$ cat src/rtl/wb_arb_pkg.sv
// Shared types and widths for the two-master Wishbone arbiter.
// Grant states use one-hot codes so the state register doubles as the grant vector.
package wb_arb_pkg;
  localparam int SEL_W = 4;
  localparam int DAT_W = 32;
  localparam int ADR_W = 32;
  localparam logic [DAT_W-1:0] ERR_DATA_DEF = 32'hDEAD_BEEF;

  typedef enum logic [1:0] {
    IDLE = 2'b00,
    GNT0 = 2'b01,
    GNT1 = 2'b10
  } state_t;

  typedef struct packed {
    logic             cyc;
    logic             stb;
    logic             we;
    logic [SEL_W-1:0] sel;
    logic [ADR_W-1:0] adr;
    logic [DAT_W-1:0] dat;
  } wb_req_t;
endpackage

$ cat src/rtl/wb_arb_watchdog.sv
// Per-transfer watchdog: counts unacknowledged strobe cycles and flags a timeout combinationally.
// The timeout event is recorded in a sticky flag and a saturating counter at the next edge.
module wb_arb_watchdog #(
  parameter int TIMEOUT_CYC = 64,
  parameter int CNT_W       = 8
) (
  input  logic             clk,
  input  logic             rst_n,
  input  logic             req,
  input  logic             ack,
  input  logic             gnt_chg,
  input  logic             clr,
  output logic             timeout,
  output logic             flag,
  output logic [CNT_W-1:0] cnt
);
  localparam logic [7:0] LAST = 8'(TIMEOUT_CYC - 1);

  logic [7:0] wait_cnt;

  // Ack on the deadline cycle takes precedence over the abort.
  assign timeout = req & ~ack & (wait_cnt == LAST);

  always_ff @(posedge clk or negedge rst_n) begin
    if (!rst_n) begin
      wait_cnt <= 8'd0;
    end else if (!req || ack || timeout || gnt_chg) begin
      wait_cnt <= 8'd0;
    end else begin
      wait_cnt <= wait_cnt + 8'd1;
    end
  end

  // A clear coinciding with a timeout still records that timeout.
  always_ff @(posedge clk or negedge rst_n) begin
    if (!rst_n) begin
      flag <= 1'b0;
      cnt  <= '0;
    end else if (clr) begin
      flag <= timeout;
      cnt  <= timeout ? CNT_W'(1) : '0;
    end else if (timeout) begin
      flag <= 1'b1;
      cnt  <= (&cnt) ? cnt : cnt + CNT_W'(1);
    end
  end
endmodule

$ cat src/rtl/wb_bus_arbiter.sv
// Round-robin, cycle-locked arbiter sharing one Wishbone slave port between CPU (m0) and DMA (m1).
// One cycle from cyc to grant; the losing master is stalled with no ack until the winner drops cyc.
module wb_bus_arbiter
  import wb_arb_pkg::*;
#(
  parameter int               TIMEOUT_CYC = 64,
  parameter logic [DAT_W-1:0] ERR_DATA    = ERR_DATA_DEF,
  parameter int               CNT_W       = 8
) (
  input  logic             wb_clk_i,
  input  logic             wb_rst_n,
  input  logic             m0_cyc_i,
  input  logic             m0_stb_i,
  input  logic             m0_we_i,
  input  logic [SEL_W-1:0] m0_sel_i,
  input  logic [ADR_W-1:0] m0_adr_i,
  input  logic [DAT_W-1:0] m0_dat_i,
  output logic             m0_ack_o,
  output logic             m0_err_o,
  output logic [DAT_W-1:0] m0_dat_o,
  input  logic             m1_cyc_i,
  input  logic             m1_stb_i,
  input  logic             m1_we_i,
  input  logic [SEL_W-1:0] m1_sel_i,
  input  logic [ADR_W-1:0] m1_adr_i,
  input  logic [DAT_W-1:0] m1_dat_i,
  output logic             m1_ack_o,
  output logic             m1_err_o,
  output logic [DAT_W-1:0] m1_dat_o,
  output logic             s_cyc_o,
  output logic             s_stb_o,
  output logic             s_we_o,
  output logic [SEL_W-1:0] s_sel_o,
  output logic [ADR_W-1:0] s_adr_o,
  output logic [DAT_W-1:0] s_dat_o,
  input  logic             s_ack_i,
  input  logic [DAT_W-1:0] s_dat_i,
  input  logic             to_clr_i,
  output logic             to_flag_o,
  output logic [CNT_W-1:0] to_cnt_o,
  output logic [1:0]       gnt_o
);
  state_t     state_q, state_d;
  logic       last_q;
  wb_req_t    m0_req, m1_req, g_req;
  logic       req, timeout, ack_g;
  logic [DAT_W-1:0] rsp_dat;

  assign m0_req = {m0_cyc_i, m0_stb_i, m0_we_i, m0_sel_i, m0_adr_i, m0_dat_i};
  assign m1_req = {m1_cyc_i, m1_stb_i, m1_we_i, m1_sel_i, m1_adr_i, m1_dat_i};

  always_ff @(posedge wb_clk_i or negedge wb_rst_n) begin
    if (!wb_rst_n) begin
      state_q <= IDLE;
      last_q  <= 1'b1;
    end else begin
      state_q <= state_d;
      if (state_q == GNT0 && state_d != GNT0) last_q <= 1'b0;
      if (state_q == GNT1 && state_d != GNT1) last_q <= 1'b1;
    end
  end

  always_comb begin
    state_d = state_q;
    case (state_q)
      IDLE: begin
        if (m0_cyc_i && m1_cyc_i) state_d = last_q ? GNT0 : GNT1;
        else if (m0_cyc_i)        state_d = GNT0;
        else if (m1_cyc_i)        state_d = GNT1;
      end
      GNT0: if (!m0_cyc_i) state_d = m1_cyc_i ? GNT1 : IDLE;
      GNT1: if (!m1_cyc_i) state_d = m0_cyc_i ? GNT0 : IDLE;
      default: state_d = IDLE;
    endcase
  end

  always_comb begin
    g_req = '0;
    case (state_q)
      GNT0:    g_req = m0_req;
      GNT1:    g_req = m1_req;
      default: g_req = '0;
    endcase
  end

  // Strobe and cyc follow the granted master combinationally, so a dropped cyc stops the bus at once.
  assign req     = g_req.cyc & g_req.stb;
  assign s_cyc_o = g_req.cyc;
  assign s_stb_o = req & ~timeout;
  assign s_we_o  = g_req.we;
  assign s_sel_o = g_req.sel;
  assign s_adr_o = g_req.adr;
  assign s_dat_o = g_req.dat;
  assign gnt_o   = state_q;

  assign ack_g   = s_ack_i & req & ~timeout;
  assign rsp_dat = timeout ? ERR_DATA : s_dat_i;

  assign m0_ack_o = (state_q == GNT0) & ack_g;
  assign m0_err_o = (state_q == GNT0) & timeout;
  assign m0_dat_o = (state_q == GNT0) ? rsp_dat : '0;
  assign m1_ack_o = (state_q == GNT1) & ack_g;
  assign m1_err_o = (state_q == GNT1) & timeout;
  assign m1_dat_o = (state_q == GNT1) ? rsp_dat : '0;

  wb_arb_watchdog #(
    .TIMEOUT_CYC(TIMEOUT_CYC),
    .CNT_W      (CNT_W)
  ) u_wdog (
    .clk    (wb_clk_i),
    .rst_n  (wb_rst_n),
    .req    (req),
    .ack    (s_ack_i),
    .gnt_chg(state_q != state_d),
    .clr    (to_clr_i),
    .timeout(timeout),
    .flag   (to_flag_o),
    .cnt    (to_cnt_o)
  );
endmodule
$ cat config.mk
export PLATFORM = sky130hd
export DESIGN_NAME = wb_bus_arbiter
export DESIGN_NICKNAME = d
export VERILOG_FILES = /design/src/rtl/wb_arb_pkg.sv /design/src/rtl/wb_arb_watchdog.sv /design/src/rtl/wb_bus_arbiter.sv
export SDC_FILE = /design/constraint.sdc
export NUM_CORES = 1
export LEC_CHECK = 0
export CAP_MARGIN = 25
export CORE_AREA = 2 2 127 129
export CTS_CLUSTER_SIZE = 24
export DETAILED_ROUTE_END_ITERATION = 8
export DIE_AREA = 0 0 129 131
export RECOVER_POWER = 50
export SYNTH_ARGS = -nofsm -noshare
export SYNTH_HDL_FRONTEND = slang
export SYNTH_SLANG_ARGS = --single-unit
$ cat constraint.sdc
create_clock -name wb_clk_i -period 2.7 [get_ports wb_clk_i]
set_input_delay 0.54 -clock wb_clk_i [delete_from_list [all_inputs] [get_ports wb_clk_i]]
set_output_delay 0.54 -clock wb_clk_i [all_outputs]
set_load 0.02 [all_outputs]
==> results_dict.tcl, run 1 <==
set metrics [dict create \
    drt_pass1_iterations 4 \
    min_period_over_period_pct 97.60 \
    crit_path_start_kind "primary input" \
    fin_cells 909 \
    n_fill_cell 1606 \
    syn2layout_area_growth_pct 125.5 \
    critPathCaptureType "primary output" \
    hp-class "reg2reg" \
    grt_max_degree 70 \
    power_leakage_nw 2.784 \
    fmax_mhz 379.5 \
    worstHoldStart "u_wdog.flag$_DFFE_PN0P_" \
    synth_top_area_share_pct 18.73 \
    drc 0 \
    antenna_found_initial 0 \
    clk_pin_slew_worst_paths_ns 0.06 \
    timing.rr.start "gnt_o[0]$_DFF_PN0_" \
    status "finished, final reports clean" \
    ios 328 \
    path_buf_inv 2 \
    wire_per_inst_um 17.13 \
    drt_wl_total_mm 15.57 \
    pre_cts_ws_ns -0.4664 \
    synth.largest_area_cell "a22oi_1" \
    slew_headroom_pct 61.21 \
    postLayoutCellArea_um2 6326 \
    synthFlopType "dfrtp_1" \
    core-area_um2 15600 \
    vias 4177 \
    ys_seq_area_share_pct 17.89 \
    die_h_um 131 \
    holdPathStages 2 \
    rsz0062_at_grt "no" \
    placed_area_um2 6424 \
    port_buffers 327 \
    peakVddDrop_mv 0.4681 \
    critical_path_arrival_ns 2.10 \
    ys_ff_latch 20 \
    ys_async_sr_fraction_pct 100.0 \
    cts_sinks 20 \
    h-tree-depth 1 \
    final-setup-viol-count 0 \
    regToRegSetupSlack_ns 0.31 \
    reg2regPathDepth 9 \
    critPathMaxStageDelay_ns 0.47 \
    start_util_pct 17.98 \
    drv_slew 0 \
    die_w_um 129 \
    power_density_nw_per_um2 745.9 \
    crit_path_start "m1_stb_i" \
    vias_per_cell 4.595 \
    clk_latency_ns 0.25 \
    fin_util_pct 40.56 \
    drv_cap 0 \
    yosysWarningCount 0 \
    synth.avg_cell_area_um2 7.521 \
    critical_path_required_ns 2.16 \
    grt_pass1_wl_mm 22.12 \
    syn-num-nets 557 \
    holdPathEnd "u_wdog.flag$_DFFE_PN0P_" \
    worst_r2r_endpoint "u_wdog.cnt[5]$_DFFE_PN0P_" \
    synthTopCellsByArea "a22oi_1, dfrtp_1, nor2b_1" \
    diodes 0 \
    tightest_slew_ns 0.5819 \
    cts-root-buf "clkbuf_16" \
    yosys.cell_count.top_type "nor2b_1" \
    layout-drive-gt1-share_pct 16.16 \
    synth_edf_count 0 \
    cts_buffers 3 \
    path_max_fanout 9 \
    path_class "in2out" \
    antenna_left 0 \
    hpwlAfterDp_mm 11.93 \
    place_inst 896 \
    critPathSlowestCell "clkdlybuf4s50_1" \
    rows 46 \
    final_nets 878 \
    crit_family "buffers and inverters" \
    finalHoldViolCount 0 \
    synth_cell_types 45 \
    grt_overflow 0 \
    drt_iter0_markers 142 \
    grt_usage_pct 16.30 \
    fp.dieArea_um2 16900 \
    synthesis.instances 373 \
    place_congestion 0.8395 \
    crit_chain "clkdlybuf4s50_1, a22o_4, nand3b_4, or2_4, and3_1, clkdlybuf4s15_1" \
    period_minus_slack_ns 2.635 \
    clock_path_buffers 2 \
    ys_top_cells_by_count "nor2b_1, a22oi_1, o21a_1" \
    finClkSkew_ns 0.001478 \
    setup_ws_ns 0.06484 \
    finalSetupTns_ns 0 \
    synth_area_um2 2805 \
    first_global_vias 4162 \
    tritoncts "done" \
]
-- report_power, final --
part           switching, mW  internal (mW)  leakage, nW
clock                  0.111          0.294       0.0511
sequential            0.0249          0.331        0.271
combinational           2.18           1.77         2.46
total                   2.32           2.40         2.78
-- sequential cells by signal, summed over array words and instances (netlist names) --
signal and count:
gnt_o 2, last_q 1, u_wdog.cnt 8, u_wdog.flag 1
u_wdog.wait_cnt 8
-- placed cells by master, fill, tap and decap left out, drive strengths merged, types with 5 or more instances in the layout --
| master | n |
|---|---|
| a22oi | 70 |
| and3 | 20 |
| buf | 75 |
| clkbuf | 25 |
| clkdlybuf4s15 | 16 |
| clkdlybuf4s50 | 173 |
| dfrtp | 19 |
| dlygate4sd2 | 54 |
| dlygate4sd3 | 12 |
| ha | 6 |
| nand2 | 13 |
| nand3 | 8 |
| nor2 | 15 |
| nor2b | 76 |
| o21a | 49 |
| o21ai | 5 |
| xnor2 | 6 |
-- logic make-up (layout without fill, tap and decap cells) --
| family | after synthesis | after routing | share of synthesized area (%) |
|---|---|---|---|
| buffers and inverters | 44 | 363 | 6.155 |
| and+or+nand+nor | 156 | 157 | 33.68 |
| xor gates and xnor gates | 8 | 8 | 2.498 |
| adders and majority gates | 6 | 6 | 2.676 |
| DFF | 20 | 20 | 17.89 |
| muxes | 2 | 2 | 0.7137 |
| AOI/OAI and AO/OA | 137 | 137 | 36.40 |
-- stage by stage --
stage / power (mW) / hold slack, ns
global placement: 4.649 / 0.5125
floorplan: 2.690 / 0.2444
detailed placement: 4.677 / 0.5183
finish: 4.718 / 0.5187
CTS: 4.786 / 0.5300
global route: 5.039 / 0.5595
-- worst min-delay path, delay by kind of cell, from the launching register on --
| family | cells | cell delay, ns |
|---|---|---|
| buf+inv | 1 | 0.05 |
| flops | 1 | 0.37 |
| compound gates | 1 | 0.06 |
-- metal layers --
layer / vias up / part of all wire [%] / track usage [%]
met2: 185 / 52 / 30.13
li1: 2008 / - / -
met3: 22 / 6.3 / 3.094
met4: 0 / 2.2 / 3.517
met5: - / 0 / 0
met1: 1962 / 40 / 19.63
-- layout make-up --
cell class                 count  area, µm²  share of cell area, %
sequential                    20      504.2                  7.971
tap                          216      270.3                  4.272
multi-input combinational    310       2191                  34.63
inverter                       4      15.01                 0.2373
timing repair buffer         355       3241                  51.23
clock buffer                   3      75.07                  1.187
clock inverter                 1      30.03                 0.4747
-- how the worst max path moves through the flow --
stage                   endpoint  cells after the start
detailed placement  m1_dat_o[20]                      6
global route         s_adr_o[23]                      7
global placement    m1_dat_o[20]                      6
floorplan           m0_dat_o[29]                      9
CTS                 m1_dat_o[21]                      9
finish              m1_dat_o[20]                      6
-- repair_timing --
action / in CTS / in global routing
gates resized for setup: 327 / 49
hold buffers: 0 / 0
endpoints found under the setup margin: 136 / 88
pin swaps: 5 / 5
cloned: 4 / 0
setup buffers: 4 / 2
No activity file was read; power rests on OpenSTA's default activity.
==> run 2: changes to the inputs <==
--- a/config.mk
+++ b/config.mk
@@ -6,10 +6,13 @@
 export NUM_CORES = 1
 export LEC_CHECK = 0
 export CAP_MARGIN = 25
-export CORE_AREA = 2 2 127 129
+export CELL_PAD_IN_SITES_DETAIL_PLACEMENT = 1
+export CELL_PAD_IN_SITES_GLOBAL_PLACEMENT = 1
+export CORE_ASPECT_RATIO = 0.9
+export CORE_UTILIZATION = 17
 export CTS_CLUSTER_SIZE = 24
 export DETAILED_ROUTE_END_ITERATION = 8
-export DIE_AREA = 0 0 129 131
+export PLACE_DENSITY_LB_ADDON = 0.1
 export RECOVER_POWER = 50
 export SYNTH_ARGS = -nofsm -noshare
 export SYNTH_HDL_FRONTEND = slang
==> run 2 against run 1 <==
Effect of this change:
- the run now ends with setup timing left
- clock power rose by 2%
- fmax fell by 3.1%
- count of clock-buffer cells in the layout did not move
- global-route usage rose by 4.3 points
- sequential power fell by 1%
- clock skew barely moved
- final area rose by 3.6%
- wire length rose by 20%
- sequential share of layout area fell by 0.28 points
- critical path depth rose by 4
- first-iteration DRC count rose by 2.8%
- critical endpoint is now m0_dat_o[20]
==> results_dict.tcl, run 2 (synthesized netlist as in run 1, its figures left out) <==
set metrics [dict create \
    status "finished with violations" \
    violations "setup timing" \
    grt_busiest_layer "met2" \
    layout_common_cells "clkdlybuf4s50_1, nor2b_1, a22oi_1" \
    ios 328 \
    use_met1_pct 23.72 \
    power_density_nw_per_um2 784.8 \
    drt_iter0_markers 146 \
    final-setup-viol-count 2 \
    core-area_um2 16130 \
    syn2layout_area_growth_pct 133.7 \
    start_util_pct 17.39 \
    drt_wl_total_mm 18.76 \
    crit_path_start_kind "flop" \
    wire_per_inst_um 20.46 \
    cts_buffers 3 \
    clk_latency_ns 0.25 \
    finalHoldViolCount 0 \
    postCtsHoldBufs 0 \
    fin_util_pct 40.64 \
    power.switching_mw 2.479 \
    grt_pass1_wl_mm 26.25 \
    tritoncts "done" \
    worst_r2r_endpoint "u_wdog.wait_cnt[0]$_DFF_PN0_" \
    p_sw_share_pct 48.18 \
    vias 4256 \
    p_int_mw 2.666 \
    hpwlAfterDp_mm 14.71 \
    path_max_fanout 7 \
    path_class "reg2out" \
    period_minus_slack_ns 2.720 \
    multi_input_area_um2 2252 \
    met3_usage_pct 3.663 \
    clk_pin_slew_worst_paths_ns 0.06 \
    drt_pass1_iterations 4 \
    hp-class "reg2reg" \
    grt_max_degree 42 \
    place_congestion 0.7964 \
    die_h_um 123.9 \
    first_global_vias 4474 \
    critPathCaptureType "primary output" \
    rsz0062_at_grt "yes" \
    p_seq_share_pct 6.8 \
    drc 0 \
    timing.rr.start "gnt_o[1]$_DFF_PN0_" \
    fmax_mhz 367.6 \
    port_buffers 327 \
    reg2regPathDepth 10 \
    layout-drive-gt1-share_pct 22.39 \
    h-tree-depth 1 \
    critical_path_required_ns 2.16 \
    min_period_over_period_pct 100.8 \
    die_w_um 137.4 \
    finClkSkew_ns 0.001151 \
    diodes 0 \
    grt_usage_pct 20.58 \
    crit_path_start "gnt_o[1]$_DFF_PN0_" \
    grt_overflow 0 \
    endpoint "m0_dat_o[20]" \
    antenna_left 0 \
    peakVddDrop_mv 0.2880 \
    final_common_cell "clkdlybuf4s50_1" \
    n_fill_cell 1910 \
    cts-root-buf "clkbuf_16" \
    power_leakage_nw 2.910 \
    fp.dieArea_um2 17020 \
    regArea_um2 504.2 \
    cts_sinks 20 \
    rows 44 \
    use_met2_pct 39.82 \
    antenna_found_initial 0 \
    tightest_slew_ns 1.188 \
    slew_headroom_pct 20.80 \
    p_clk_share_pct 8.0 \
    clock_path_buffers 2 \
    drv_cap 0 \
    drv_slew 0 \
    final_nets 895 \
    critical_path_arrival_ns 2.18 \
    setup_ws_ns -0.02039 \
    regToRegSetupSlack_ns 0.27 \
    combPwrFrac_pct 85.1 \
    p_total_mw 5.144 \
    vias_per_cell 4.641 \
]
-- run 2: changes by cell type in the layout (fill, tap and decap cells not counted), moves of 4 or more --
cell | previous run | this run
clkbuf_1 | 9 | 1
buf_12 | 3 | 8
buf_6 | 12 | 7
buf_2 | 39 | 54
clkdlybuf4s15_2 | 1 | 5
buf_4 | 18 | 37
dlygate4sd3_1 | 12 | 7
clkdlybuf4s15_1 | 15 | 1
and3_1 | 20 | 16
dlygate4sd2_1 | 54 | 60
and3_4 | 0 | 4
-- run 2: metrics by stage --
stage / setup WS, ns / instances / cell area [µm²] / setup TNS, ns / hold WS [ns]
after floorplan: 0.07470 / 373 / 2808 / 0 / 0.2444
after global routing: -0.07899 / 917 / 6555 / -0.1912 / 0.5662
after global placement: -0.4375 / 896 / 6535 / -26.47 / 0.5116
after CTS: -0.09202 / 914 / 6520 / -0.1783 / 0.5337
after detailed placement: -0.4787 / 896 / 6535 / -26.67 / 0.5237
final: -0.02039 / 917 / 6555 / -0.04075 / 0.5357
-- run 2: power by group through the flow --
stage / clock (mW) / sequential [mW] / combinational [mW]
after global placement: 0 / 0.357 / 4.52
after floorplan: 0 / 0.378 / 2.31
after global routing: 0.433 / 0.354 / 4.69
after detailed placement: 0 / 0.360 / 4.56
after CTS: 0.424 / 0.351 / 4.39
final: 0.414 / 0.351 / 4.38
-- run 2: how the worst min path moves through the flow --
stage | startpoint | endpoint | slack [ns] | cells after the start
final | u_wdog.wait_cnt[0]$_DFF_PN0_ | u_wdog.wait_cnt[0]$_DFF_PN0_ | 0.54 | 1
after global routing | u_wdog.wait_cnt[0]$_DFF_PN0_ | u_wdog.wait_cnt[0]$_DFF_PN0_ | 0.57 | 1
after CTS | u_wdog.wait_cnt[0]$_DFF_PN0_ | u_wdog.wait_cnt[0]$_DFF_PN0_ | 0.53 | 1
after detailed placement | u_wdog.wait_cnt[0]$_DFF_PN0_ | u_wdog.wait_cnt[0]$_DFF_PN0_ | 0.52 | 1
after global placement | u_wdog.wait_cnt[0]$_DFF_PN0_ | u_wdog.wait_cnt[0]$_DFF_PN0_ | 0.51 | 1
after floorplan | wb_rst_n | gnt_o[0]$_DFF_PN0_ | 0.24 | 0
-- run 2: area by class of cell --
| cell class | instances | share of cell area, % |
|---|---|---|
| multi-input combinational | 311 | 34.36 |
| tap | 207 | 3.951 |
| sequential | 20 | 7.692 |
| timing repair buffer | 371 | 52.17 |
| clock buffer | 3 | 1.145 |
| clock inverter | 1 | 0.4581 |
| inverter | 4 | 0.2291 |
-- run 2: critical path: stages, from the launching register on --
cell	delay, ns
dfrtp_2	0.42
inv_2	0.08
ha_4	0.18
a22oi_2	0.08
nand3b_4	0.21
buf_12	0.15
buf_6	0.10
or2_4	0.27
buf_6	0.13
and3_4	0.17
buf_6	0.12
-- run 2: what timing repair did --
item                       CTS  global route
setup endpoints to repair  130            47
buffers inserted             9             4
cloned                       5             0
gates resized for setup    339            35
pin swaps                    8             7
-- run 2: layer usage --
metal | part of all wire (%) | wire [µm]
met3 | 5.6 | 1058
met4 | 1.2 | 234
met2 | 55 | 10230
met1 | 39 | 7232
met5 | 0 | 0
